`src/rtl/jtag_reg_access.sv`:
```
// jtag_reg_access
//   Bridges a debug-host command/response handshake onto the JTAG port of the
//   GPR file. Reads are a single cycle. Writes wait while the execute stage
//   owns the write port and are abandoned with an error after WAIT_MAX busy
//   cycles.
// Ports
//   clk, rst                 clock, async active-low reset
//   cmd_valid/ready          host command handshake
//   cmd_write/addr/wdata     command contents
//   rsp_valid/ready          host response handshake
//   rsp_rdata, rsp_err       response contents
//   ex_we_i                  execute-stage write enable (has priority)
//   jtag_we_o/addr_o/data_o  register file JTAG port
//   jtag_data_i              register file JTAG read data
module jtag_reg_access #(
  parameter int WAIT_MAX = 16
) (
  input  logic        clk,
  input  logic        rst,
  input  logic        cmd_valid,
  output logic        cmd_ready,
  input  logic        cmd_write,
  input  logic [4:0]  cmd_addr,
  input  logic [31:0] cmd_wdata,
  output logic        rsp_valid,
  input  logic        rsp_ready,
  output logic [31:0] rsp_rdata,
  output logic        rsp_err,
  input  logic        ex_we_i,
  output logic        jtag_we_o,
  output logic [4:0]  jtag_addr_o,
  output logic [31:0] jtag_data_o,
  input  logic [31:0] jtag_data_i
);

  localparam int WAIT_W = (WAIT_MAX < 1) ? 1 : $clog2(WAIT_MAX + 1);

  typedef enum logic [1:0] {IDLE, READ, WRITE, RESP} state_t;

  state_t              state_q;
  logic                cmd_ready_q;
  logic                rsp_valid_q;
  logic [31:0]         rsp_rdata_q;
  logic                rsp_err_q;
  logic [4:0]          addr_q;
  logic [31:0]         data_q;
  logic [WAIT_W-1:0]   wait_q;

  // Combinational so the pulse lands in the same cycle the execute stage
  // leaves the port free; x0 is never written.
  assign jtag_we_o   = (state_q == WRITE) && (addr_q != 5'd0) && !ex_we_i;

  assign cmd_ready   = cmd_ready_q;
  assign rsp_valid   = rsp_valid_q;
  assign rsp_rdata   = rsp_rdata_q;
  assign rsp_err     = rsp_err_q;
  assign jtag_addr_o = addr_q;
  assign jtag_data_o = data_q;

  always_ff @(posedge clk or negedge rst) begin
    if (!rst) begin
      state_q     <= IDLE;
      cmd_ready_q <= 1'b0;
      rsp_valid_q <= 1'b0;
      rsp_rdata_q <= '0;
      rsp_err_q   <= 1'b0;
      addr_q      <= '0;
      data_q      <= '0;
      wait_q      <= '0;
    end else begin
      case (state_q)
        IDLE: begin
          cmd_ready_q <= 1'b1;
          if (cmd_valid && cmd_ready_q) begin
            addr_q      <= cmd_addr;
            data_q      <= cmd_wdata;
            wait_q      <= '0;
            cmd_ready_q <= 1'b0;
            state_q     <= cmd_write ? WRITE : READ;
          end
        end
        READ: begin
          rsp_rdata_q <= jtag_data_i;
          rsp_err_q   <= 1'b0;
          rsp_valid_q <= 1'b1;
          state_q     <= RESP;
        end
        WRITE: begin
          if ((addr_q == 5'd0) || !ex_we_i) begin
            // Either nothing to write (x0) or the pulse is issued this cycle.
            rsp_rdata_q <= '0;
            rsp_err_q   <= 1'b0;
            rsp_valid_q <= 1'b1;
            state_q     <= RESP;
          end else if (wait_q == WAIT_W'(WAIT_MAX - 1)) begin
            // This busy cycle is the WAIT_MAX-th one: give up.
            rsp_rdata_q <= '0;
            rsp_err_q   <= 1'b1;
            rsp_valid_q <= 1'b1;
            wait_q      <= WAIT_W'(WAIT_MAX);
            state_q     <= RESP;
          end else begin
            wait_q <= wait_q + WAIT_W'(1);
          end
        end
        RESP: begin
          if (rsp_ready) begin
            rsp_valid_q <= 1'b0;
            cmd_ready_q <= 1'b1;
            state_q     <= IDLE;
          end
        end
        default: begin
          state_q     <= IDLE;
          cmd_ready_q <= 1'b0;
          rsp_valid_q <= 1'b0;
        end
      endcase
    end
  end

endmodule

```
`config.mk`:
```
export PLATFORM = sky130hd
export DESIGN_NAME = jtag_reg_access
export DESIGN_NICKNAME = d
export VERILOG_FILES = /design/src/rtl/jtag_reg_access.sv
export SDC_FILE = /design/constraint.sdc
export NUM_CORES = 1
export LEC_CHECK = 0
export BUFFER_PORTS_ARGS = -buffer_cell sky130_fd_sc_hd__buf_2
export CAP_MARGIN = 20
export CELL_PAD_IN_SITES_DETAIL_PLACEMENT = 1
export CELL_PAD_IN_SITES_GLOBAL_PLACEMENT = 2
export CORE_ASPECT_RATIO = 0.5
export CORE_UTILIZATION = 29
export DETAILED_ROUTE_END_ITERATION = 10
export GPL_ROUTABILITY_DRIVEN = 0
export PLACE_DENSITY_LB_ADDON = 0.1
export SYNTH_ARGS = -nofsm -noshare
export SYNTH_HDL_FRONTEND = slang
export SYNTH_SLANG_ARGS = --single-unit
```
`constraint.sdc`:
```
create_clock -name clk -period 2.7 [get_ports clk]
set_input_delay 0.405 -clock clk [delete_from_list [all_inputs] [get_ports clk]]
set_output_delay 0.405 -clock clk [all_outputs]
set_load 0.05 [all_outputs]
```
# Yosys cells after proc, flatten, opt, wreduce, memory -nomap -nowiden
# Index checks and enable logic that the tools add are counted.
# word_totals
in_bits	75
out_inout_bits	73
elab_cells	57
reg_bits	79
# classes
n_addsub	1
n_eq_ne	8
reduce_logical	18
mux	22
# op_table
operator	count
$mux W32	2
$pmux W32 S2	1
$mux W5	3
$mux W2	5
$pmux W5 S2	1
$reduce_and A3 Y1	3
$pmux W2 S4	1
$mux W1	6
$ne A2 B2 Y1 const B	3
$reduce_and A2 Y1	3
$reduce_bool A2 Y1	3
$add A5 B1 Y5 const B	1
$eq A5 B4 Y1 const B	1
$logic_not A5 Y1	1
$reduce_bool A5 Y1	1
$eq A2 B2 Y1 const B	2
$pmux W1 S2	2
$logic_and A1 B1 Y1	3
$ne A3 B1 Y1 const B	1
$pmux W1 S3	1
$reduce_bool A3 Y1	1
$eq A2 B1 Y1 const B	1
$logic_not A2 Y1	1
$logic_not A1 Y1	1
$logic_or A1 B1 Y1	1

# Logic depth before layout (Yosys ltp)
# depth
depth_word	4
depth_mapped	8
mapped_depth_nobuf	7

# Worst setup path after synthesis
# OpenSTA, ideal clock, no wires.
# synth_path
path_kind	flip-flop to output port
startpoint	register state_q[0]
endpoint	output port jtag_we_o
arrival_time_ns	2.195
slack_ns	0.100
n_path_buf	2
t_required_ns	2.295
path_stages_with_launch	7
cell_sequence	dfrtp_1 -> inv_1 -> ha_1 -> buf_2 -> inv_2 -> clkbuf_1 -> nor3_1
# synth_between
elab_chain_len	3
# synth_lines
element	line_no	rtl
start: declaration	40	state_t state_q;
start signal: assignment	79	state_q <= cmd_write ? WRITE : READ;
$eq A2 B2 Y1	51	assign jtag_we_o = (state_q == WRITE) && (addr_q != 5'd0) && !ex_we_i;
$logic_and A1 B1 Y1 (2 in series)	51	
end: declaration	30	output logic jtag_we_o,
# Every way passes these cells.

# Worst setup path after layout
# Ends and elaborated chain as after synthesis.

==> summary.md <==
| Metric | Value |
|---|---|
| Status | finished clean |
| Ports | 148 |
| R2R Setup Slk | 0.53 ns |
| Worst-path clk slew | 0.06 ns |
| DRT Pass-1 Iters | 4 |
| Wire per inst | 15.7 um |
| Clock root cell | clkbuf_16 |
| Clk_skew | 0.00399 ns |
| DRT Wirelength | 8.77 mm |
| CP Max Fanout | 12 |
| Final Setup Violations | 0 |
| Core Area | 11100 sq um |
| Clock Path Buffers | 2 |
| CTS H-tree depth | 3 |
| Seq cells post-synth | 79 |
| Vias in the first global route | 2835 |
| Final setup TNS | 0 ns |
| DR iter-0 viols | 78 |
| TritonCTS Buffers | 9 |
| Req. time, crit path | 2.30 ns |
| Diode count | 0 |
| Maxcap violations | 0 |
| Clk_lat worst skew | 0.33 ns |
| Unrepaired setup endpoints after global routing | false |
| Hold Fails Final Rpt | 0 |
| Sink Count | 79 |
| Syn Area/Cell | 13.0 sq um |
| Total number of vias | 2607 |
| DR vias/cell | 4.68 |
| Setup Buffers After CTS | 0 |
| Period utilisation layout | 83.2% |
| Die W | 155 um |
| Pins Over Slew Limit | 0 |
| Largest net degree at the start of global routing | 80 |
| Critical Path End Type | output pin |
| # DRC | 0 |
| Gr usage total | 15.4% |
| Sequential area share after synthesis | 58.6% |
| Synthesis-to-finish area growth | 36.3% |
| ANT nets after route | 0 |
| Fillers | 1247 |
| Worst slew pin tran | 0.516 ns |
| Max Fclk | 445 MHz |
| Synthesized cell area | 3370 sq um |
| Final Critical Period | 2.25 ns |
| Final HPWL DP | 6.42 mm |
| Overflow after GRT | 0 |
| Unique masters post-synth | 35 |
| Kind of critical path | reg -> out |
| CTS tree | yes |
| Layout cell share with drive strength beyond 1 | 46.6% |
| Net count, final | 488 |
| Finished Layout Cells | 557 |
| Slowest stage delay, CP | 0.47 ns |
| HP Class | in -> reg |
| Initial antenna violation count | 0 |
| Initial Utilization | 30.3% |
| Global-route wire length before repair | 14.6 mm |
| Critical path startpoint category | register |
| Yosys Warn Count | 0 |
| Die Ht | 78.3 um |
| Cells after DPL | 539 |
| Area of the die | 12100 sq um |
| Critical path, cell by cell | inv_1 -> ha_1 -> inv_2 -> nor3_1 -> buf_2 |
| Arrival time at the worst endpoint | 1.84 ns |
| Post-cts sizing count | 0 |
| Max stage delay cell, worst path | ha_1 |
| Rows | 27 |
| Syn_nets | 340 |
| Synthesized instance count | 259 |
| # port buffers | 147 |
| Relative slew slack | 65.6% |
[timing repair]
action                                  4_1_cts  5_1_grt
hold buffers                                  0        1
endpoints found under the setup margin        0        0
hold endpoints to repair                      0       13
[placed cells by master (no fill, tap or decap), types with 2 or more instances in the layout]
cell | netlist | routed
nand2_1 | 9 | 9
o211ai_1 | 2 | 2
nand3_1 | 5 | 4
ha_1 | 6 | 6
nand4_1 | 2 | 2
a2bb2oi_1 | 2 | 2
o21ai_0 | 4 | 4
inv_1 | 5 | 5
mux2i_1 | 4 | 4
o31ai_1 | 3 | 3
mux2_2 | 18 | 18
a21o_1 | 33 | 33
and3_1 | 33 | 33
clkbuf_16 | 0 | 9
dfrtp_1 | 79 | 79
bufinv_16 | 0 | 2
nor3_1 | 3 | 3
buf_4 | 1 | 4
clkinv_2 | 0 | 2
buf_2 | 5 | 146
a21oi_1 | 3 | 3
mux2_1 | 19 | 19
clkinvlp_4 | 0 | 2
[synthesized netlist by cell type (all sizes together)]
library cell,number,area (sq um)
nand3,5,25.0
nor2,1,3.75
o211ai,2,15.0
o2bb2ai,1,8.76
nand4,2,12.5
nor3b,1,7.51
nand2,9,33.8
a21oi,4,23.8
ha,6,75.1
mux2,37,417
a2bb2oi,2,17.5
o21ai,5,36.3
mux2i,4,40.0
a221o,1,11.3
inv,6,22.5
nand3b,1,7.51
a21o,33,248
nor4,1,21.3
dfrtp,79,1980
and3,33,206
nor3,3,15.0
clkbuf,7,27.5
o41ai,1,8.76
a31oi,1,6.26
a31o,1,8.76
o31ai,3,22.5
buf,9,66.3
and2,1,8.76
[state kept, by name, summed over array words and instances (netlist names)]
name / flops
jtag_data_o: 32
jtag_addr_o: 5
wait_q: 5
cmd_ready: 1
rsp_err: 1
rsp_valid: 1
state_q: 2
rsp_rdata: 32
[layer usage]
metal	track usage [%]	wire [um]	vias to the layer above
met5	0	0	-
met3	6.07	645	8
li1	-	-	1225
met4	4.36	65	0
met2	25.2	4170	82
met1	18.8	3890	1292
[critical path, delay by kind of cell, from the launching register on]
kind	cells	cell delay [ns]
fa+ha+maj	1	0.47
buf+inv	3	0.47
flops	1	0.39
simple gates	1	0.18
[cell families after synthesis]
group	synth area share [%]
flops	58.6
simple gates	10.1
compound gates	12.1
mux	13.5
buf+inv	3.45
fa+ha+maj	2.23
[per-stage QoR]
step                      instance area (sq um)  setup slack [ns]  hold slack, ns  util, %
after floorplan                            3370             0.100           0.109        -
after global placement                     4250             0.630           0.453     38.1
after detailed placement                   4250             0.540           0.460     38.1
after CTS                                  4560             0.410           0.271     40.9
after global routing                       4600             0.266           0.279     41.2
final                                      4600             0.454           0.284     41.2
[layout make-up]
| cell class | count | area, sq um | area share [%] |
|---|---|---|---|
| clock buffers | 10 | 229 | 4.98 |
| clock inverters | 6 | 85.1 | 1.85 |
| inverters | 6 | 22.5 | 0.490 |
| multi-input cells | 158 | 1280 | 27.9 |
| flip-flops and latches | 79 | 1980 | 43.0 |
| well taps | 145 | 181 | 3.95 |
| repair buffers | 153 | 818 | 17.8 |
[path summary, 6_finish.rpt]
check	cells after the start	startpoint	to
max	5	state_q[0]	jtag_we_o
min in group asynchronous	2	rst	jtag_data_o[12]
min	2	cmd_wdata[4]	jtag_data_o[4]
max in group asynchronous	3	rst	rsp_rdata[4]
min reg2reg	1	rsp_rdata[25]	rsp_rdata[25]
max reg2reg	7	wait_q[0]	rsp_rdata[10]
Power is left out: the tool's default activity adds up to more than one toggle a clock period on the data nets, which glitch-free logic cannot reach.
